===== src/rtl/riscv_amo_seq.sv =====
// rtl/riscv_amo_seq.sv - RISC-V A-extension AMO read-modify-write sequencer
// Drives a locked read, one compute cycle and a locked write on the dmem port, then returns the old value.
module riscv_amo_seq #(
   parameter int XLEN = 32
) (
   input  logic            clk_i,
   input  logic            rst_ni,
   input  logic            req_i,
   input  logic [4:0]      funct5_i,
   input  logic            dw_i,
   input  logic [XLEN-1:0] adr_i,
   input  logic [XLEN-1:0] opB_i,
   output logic            busy_o,
   output logic            done_o,
   output logic            err_o,
   output logic [XLEN-1:0] r_o,
   output logic            dmem_req_o,
   output logic            dmem_lock_o,
   output logic            dmem_we_o,
   output logic [2:0]      dmem_size_o,
   output logic [XLEN-1:0] dmem_adr_o,
   output logic [XLEN-1:0] dmem_d_o,
   input  logic            dmem_ack_i,
   input  logic [XLEN-1:0] dmem_q_i,
   input  logic            dmem_err_i
);

   localparam logic [4:0] AMO_SWAP = 5'b00001;
   localparam logic [4:0] AMO_ADD  = 5'b00000;
   localparam logic [4:0] AMO_XOR  = 5'b00100;
   localparam logic [4:0] AMO_AND  = 5'b01100;
   localparam logic [4:0] AMO_OR   = 5'b01000;
   localparam logic [4:0] AMO_MIN  = 5'b10000;
   localparam logic [4:0] AMO_MAX  = 5'b10100;
   localparam logic [4:0] AMO_MINU = 5'b11000;
   localparam logic [4:0] AMO_MAXU = 5'b11100;

   localparam logic [2:0] SIZE_WORD  = 3'b010;
   localparam logic [2:0] SIZE_DWORD = 3'b011;

   typedef enum logic [2:0] {IDLE, RD, CALC, WR, FIN} state_t;

   state_t          state, state_nxt;
   logic [4:0]      funct5, funct5_nxt;
   logic            dw, dw_nxt;
   logic [XLEN-1:0] opb, opb_nxt;
   logic [XLEN-1:0] old_val, old_nxt;

   logic            busy_nxt, done_nxt, err_nxt;
   logic [XLEN-1:0] r_nxt;
   logic            req_nxt, lock_nxt, we_nxt;
   logic [2:0]      size_nxt;
   logic [XLEN-1:0] adr_nxt, d_nxt;

   logic            funct5_ok, size_ok, align_ok, legal;
   logic [XLEN-1:0] opa_ext, opb_ext, amo_new;

   always_comb begin
      case (funct5_i)
         AMO_SWAP, AMO_ADD, AMO_XOR, AMO_AND, AMO_OR,
         AMO_MIN, AMO_MAX, AMO_MINU, AMO_MAXU: funct5_ok = 1'b1;
         default:                              funct5_ok = 1'b0;
      endcase
   end

   assign size_ok  = !dw_i || (XLEN == 64);
   assign align_ok = dw_i ? (adr_i[2:0] == 3'b000) : (adr_i[1:0] == 2'b00);
   assign legal    = funct5_ok && size_ok && align_ok;

   // Word ops sign-extend both operands: the low 32 result bits and both signed and unsigned orderings stay correct.
   assign opa_ext = dw ? old_val : XLEN'(signed'(old_val[31:0]));
   assign opb_ext = dw ? opb     : XLEN'(signed'(opb[31:0]));

   always_comb begin
      case (funct5)
         AMO_ADD:  amo_new = opa_ext + opb_ext;
         AMO_XOR:  amo_new = opa_ext ^ opb_ext;
         AMO_AND:  amo_new = opa_ext & opb_ext;
         AMO_OR:   amo_new = opa_ext | opb_ext;
         AMO_MIN:  amo_new = ($signed(opa_ext) <= $signed(opb_ext)) ? opa_ext : opb_ext;
         AMO_MAX:  amo_new = ($signed(opa_ext) >= $signed(opb_ext)) ? opa_ext : opb_ext;
         AMO_MINU: amo_new = (opa_ext <= opb_ext) ? opa_ext : opb_ext;
         AMO_MAXU: amo_new = (opa_ext >= opb_ext) ? opa_ext : opb_ext;
         default:  amo_new = opb_ext;
      endcase
   end

   always_comb begin
      state_nxt  = state;
      funct5_nxt = funct5;
      dw_nxt     = dw;
      opb_nxt    = opb;
      old_nxt    = old_val;
      busy_nxt   = busy_o;
      done_nxt   = 1'b0;
      err_nxt    = 1'b0;
      r_nxt      = r_o;
      req_nxt    = dmem_req_o;
      lock_nxt   = dmem_lock_o;
      we_nxt     = dmem_we_o;
      size_nxt   = dmem_size_o;
      adr_nxt    = dmem_adr_o;
      d_nxt      = dmem_d_o;

      case (state)
         IDLE: begin
            if (req_i) begin
               funct5_nxt = funct5_i;
               dw_nxt     = dw_i;
               opb_nxt    = opB_i;
               if (legal) begin
                  state_nxt = RD;
                  busy_nxt  = 1'b1;
                  req_nxt   = 1'b1;
                  lock_nxt  = 1'b1;
                  we_nxt    = 1'b0;
                  adr_nxt   = adr_i;
                  size_nxt  = dw_i ? SIZE_DWORD : SIZE_WORD;
               end else begin
                  state_nxt = FIN;
                  err_nxt   = 1'b1;
               end
            end
         end
         RD: begin
            if (dmem_err_i) begin
               state_nxt = FIN;
               req_nxt   = 1'b0;
               lock_nxt  = 1'b0;
               busy_nxt  = 1'b0;
               err_nxt   = 1'b1;
            end else if (dmem_ack_i) begin
               state_nxt = CALC;
               old_nxt   = dmem_q_i;
               req_nxt   = 1'b0;
            end
         end
         CALC: begin
            state_nxt = WR;
            d_nxt     = amo_new;
            req_nxt   = 1'b1;
            we_nxt    = 1'b1;
         end
         WR: begin
            if (dmem_err_i || dmem_ack_i) begin
               state_nxt = FIN;
               req_nxt   = 1'b0;
               we_nxt    = 1'b0;
               lock_nxt  = 1'b0;
               busy_nxt  = 1'b0;
               err_nxt   = dmem_err_i;
               done_nxt  = !dmem_err_i;
               if (!dmem_err_i) r_nxt = opa_ext;
            end
         end
         FIN: begin
            state_nxt = IDLE;
         end
         default: begin
            state_nxt = IDLE;
         end
      endcase
   end

   always_ff @(posedge clk_i or negedge rst_ni) begin
      if (!rst_ni) begin
         state       <= IDLE;
         funct5      <= 5'b0;
         dw          <= 1'b0;
         opb         <= '0;
         old_val     <= '0;
         busy_o      <= 1'b0;
         done_o      <= 1'b0;
         err_o       <= 1'b0;
         r_o         <= '0;
         dmem_req_o  <= 1'b0;
         dmem_lock_o <= 1'b0;
         dmem_we_o   <= 1'b0;
         dmem_size_o <= 3'b0;
         dmem_adr_o  <= '0;
         dmem_d_o    <= '0;
      end else begin
         state       <= state_nxt;
         funct5      <= funct5_nxt;
         dw          <= dw_nxt;
         opb         <= opb_nxt;
         old_val     <= old_nxt;
         busy_o      <= busy_nxt;
         done_o      <= done_nxt;
         err_o       <= err_nxt;
         r_o         <= r_nxt;
         dmem_req_o  <= req_nxt;
         dmem_lock_o <= lock_nxt;
         dmem_we_o   <= we_nxt;
         dmem_size_o <= size_nxt;
         dmem_adr_o  <= adr_nxt;
         dmem_d_o    <= d_nxt;
      end
   end

endmodule

===== config.mk =====
export PLATFORM = sky130hd
export DESIGN_NAME = riscv_amo_seq
export DESIGN_NICKNAME = d
export VERILOG_FILES = /design/src/rtl/riscv_amo_seq.sv
export SDC_FILE = /design/constraint.sdc
export NUM_CORES = 1
export LEC_CHECK = 0
export BUFFER_PORTS_ARGS = -buffer_cell sky130_fd_sc_hd__buf_2
export CORE_MARGIN = 5
export CORE_UTILIZATION = 30
export CTS_CLUSTER_SIZE = 30
export DETAILED_ROUTE_END_ITERATION = 6
export MAX_ROUTING_LAYER = met4
export RECOVER_POWER = 50
export SETUP_SLACK_MARGIN = 0.4
export SLEW_MARGIN = 20
export SYNTH_ARGS = -nofsm -noshare
export SYNTH_HDL_FRONTEND = slang
export SYNTH_SLANG_ARGS = --single-unit

===== constraint.sdc =====
create_clock -name clk_i -period 4.1 [get_ports clk_i]
set_clock_uncertainty 0.1 [all_clocks]
set_input_delay 0.205 -clock clk_i [delete_from_list [all_inputs] [get_ports clk_i]]
set_output_delay 0.205 -clock clk_i [all_outputs]
set_load 0.005 [all_outputs]

==> results.md <==
* P&R area growth vs syn at 30.6%
* Startpoint of the worst hold path: dmem_ack_i
* Via count at about 10000
* Register Area at approximately 4400 sq um
* Final Worst Setup Slack at 0.501 ns
* Share of flip-flops with an asynchronous set or reset at between 90% and 100%
* Final period util at slightly below 90%
* Ys Warns at 0
* Post-route setup TNS at 0 ns
* Crit path time final at roughly 3.6 ns
* Top cells by area, synth: dfrtp_1, ha_1, mux2_2
* Core Box Area at ~36000 sq um
* CP Max Fanout at 7
* Worst Path Arrival at about 3.8 ns
* Clock latency on the worst-skew pair at 0.46 ns
* Pwr Density at ~520 nW/um^2
* Post-Syn Nets at between 1000 and 1500
* FF+latch count, synth at ~180
* Initial Util at between 30% and 40%
* Hold Vio Cnt, Final at 0
* Clock tree from TritonCTS: yes
* Fraction of layout cells with a size suffix above 1 at 20.9%
* First-pass GRT wire length at a little under 60000 microns
* Post-Route WL at about 37000 microns
* Port Buffers at 210
* Status: finished with violations
* Ys flop type: dfrtp_1
* Number of DRC markers in iteration 0 at approximately 590
* Largest net degree at the start of global routing at ~110
* Max-cap violations at 1
* Die Area at around 40000 sq um
* RSZ-0062 raised after global routing: false
* Post-synth EDFFs at 0
* Via/cell ratio at between 5 and 6
* Fill count at between 3000 and 4000
* Cell row count at between 60 and 70
* Chip height at between 200 and 250 microns
* Clk buf depth at 2
* Netlist cell types at 71
* Register area share after synthesis at between 40% and 50%
* Worst slew pin tran at roughly 2.7 ns
* IO Pins at ~210
* DRC viols at 0
* Total power at 7.37 mW
* Initial DRT Pass Iterations at 5
* Clock-pin slew on the worst setup and hold paths at 0.08 ns
* Pre-CTS setup slack at between 0.2 and 0.3 ns
* R2R Path Start: old_val[4]
* Multi-input gate area at 5970 sq um
* Leak pwr at about 6.5 nW
* Number of CTS-inserted buffers at 17
* Clock Tree Root: clkbuf_16
* Top cell type's share of synthesized area at roughly two fifths
* Failing checks: max-capacitance violations, max-slew violations
* VDD IR max at between 300 and 400 uV
* CP endpoint kind: flop
* Post-Synthesis Cells at 1163
* Worst Setup Start Kind: flop
* Synthesized area per cell at between 9 and 10 sq um
* HPWL after detailed placement at 25400 microns
* H-tree Lvls at 4
* Num Clock Sinks at ~180
* Gr ovfl total at 0
* Dpl cells at 1797
* Wire per inst at between 15 and 20 microns
* Area leader, netlist: dfrtp_1
* CP startpoint: old_val[4]
* Syn Std Cell Area at around 11000 sq um
* Non-filler cells, final at 1941
* Initial antenna violation count at 1
* Count leader, synth: dfrtp_1
* Final Core Density at between 30% and 40%
* All-layer global routing usage at a little under a fifth
* CP required at about 4.3 ns
* GPL Wtd Cong at around 0.88
* Final setup vio count at 0
* Die W at around 200 microns
* Nets@finish at roughly 1700
* Worst slew margin relative to its limit at -78.8%
* Max Transition Viols Final at 104
* Min-delay worst type: in -> reg
* Synth top cells by count: dfrtp_1, o21ai_0, nand2_1, ha_1, a21oi_1
* Worst Setup Path Type: reg -> reg
* Max Clock Freq at ~280 MHz
* ANT nets after route at 0
* Vias in the first global route at just over 10000
what timing repair did:
item,in CTS,in global routing
hold buffers,101,0
endpoints found under the setup margin,27,32
pin swaps,3,6
cloned,1,0
resized for setup,3,21
buffers inserted,7,2
endpoints found under the hold margin,203,0
metrics by stage:
stage,cell area [sq um],hold WS (ns)
floorplan,10800,-0.191
detailed placement,12500,0.293
global placement,12500,0.269
global route,14200,0.0724
CTS,14200,0.0338
finish,14200,0.0631
registers in the layout, indices dropped and copies added, names as in the netlist, 2 cells and up:
register     cells
dmem_d_o        32
dmem_adr_o      32
old_val         32
state            3
funct5           5
dmem_size_o      2
r_o             32
opb             32
placed cells by master, fill, tap and decap left out, types with 12 or more instances in the layout:
cell           instances
a21oi_1               80
mux2_2                66
dlygate4sd3_1        101
a21o_1                13
dfrtp_1              173
nor3_1                12
nand3_1               21
buf_4                 42
clkbuf_16             17
ha_1                  92
nand2_1              103
a311oi_1              12
a221oi_1              31
inv_1                 77
nor2_1                72
buf_2                129
o21ai_0              135
a211oi_1              12
clkbuf_1              79
xnor2_1               20
routing by layer:
| metal | global-route usage, % | wire length [microns] | vias to the layer above | part of all wire, % |
|---|---|---|---|---|
| met4 | 5.80 | 744 | 0 | 2.0 |
| met3 | 4.25 | 1960 | 50 | 5.3 |
| li1 | - | - | 4760 | - |
| met5 | - | 0 | - | 0 |
| met2 | 29.9 | 17700 | 310 | 48 |
| met1 | 23.5 | 16300 | 4864 | 44 |
critical path, stage by stage (launching register included):
cell,delay [ns]
dfrtp_1,0.42
inv_1,0.09
ha_1,0.38
or4_1,0.57
nor4_2,0.19
or4b_1,0.48
nor2b_1,0.21
o221ai_1,0.14
nand2_4,0.17
buf_4,0.17
a221o_1,0.34
a21oi_1,0.13
a311oi_1,0.06
where the power goes:
group	leakage, nW	internal (mW)	switching, mW
Sequential	2.17	2.12	0.368
Clock	0.283	0.900	0.772
Combinational	4.04	1.34	1.87
cells by family after synthesis:
group / share of synthesized area [%]
and+or+nand+nor: 11.5
DFF: 40.4
AOI/OAI and AO/OA: 21.5
buffers and inverters: 5.60
muxes: 7.22
xor gates and xnor gates: 2.55
adders and majority gates: 11.3
other: 0.0346
area by class of cell:
class / instances / share of cell area, %
Multi-Input combinational cell: 836 / 42.2
Sequential cell: 175 / 30.9
Timing Repair Buffer: 358 / 16.6
Tap cell: 461 / 4.07
Clock buffer: 20 / 3.30
Inverter: 78 / 2.07
Clock inverter: 12 / 0.875
Antenna cell: 1 / 0.0177
worst paths after layout:
path                       slack [ns]  depth (start not counted)              to
max                              0.50                         12     dmem_d_o[0]
min                              0.06                          4        state[1]
max reg2reg                      0.50                         12     dmem_d_o[0]
min reg2reg                      0.38                          1  dmem_size_o[1]
max in group asynchronous        1.12                          2      old_val[2]
min in group asynchronous        1.03                          2         r_o[19]
Power figures use the tool's default switching activity.
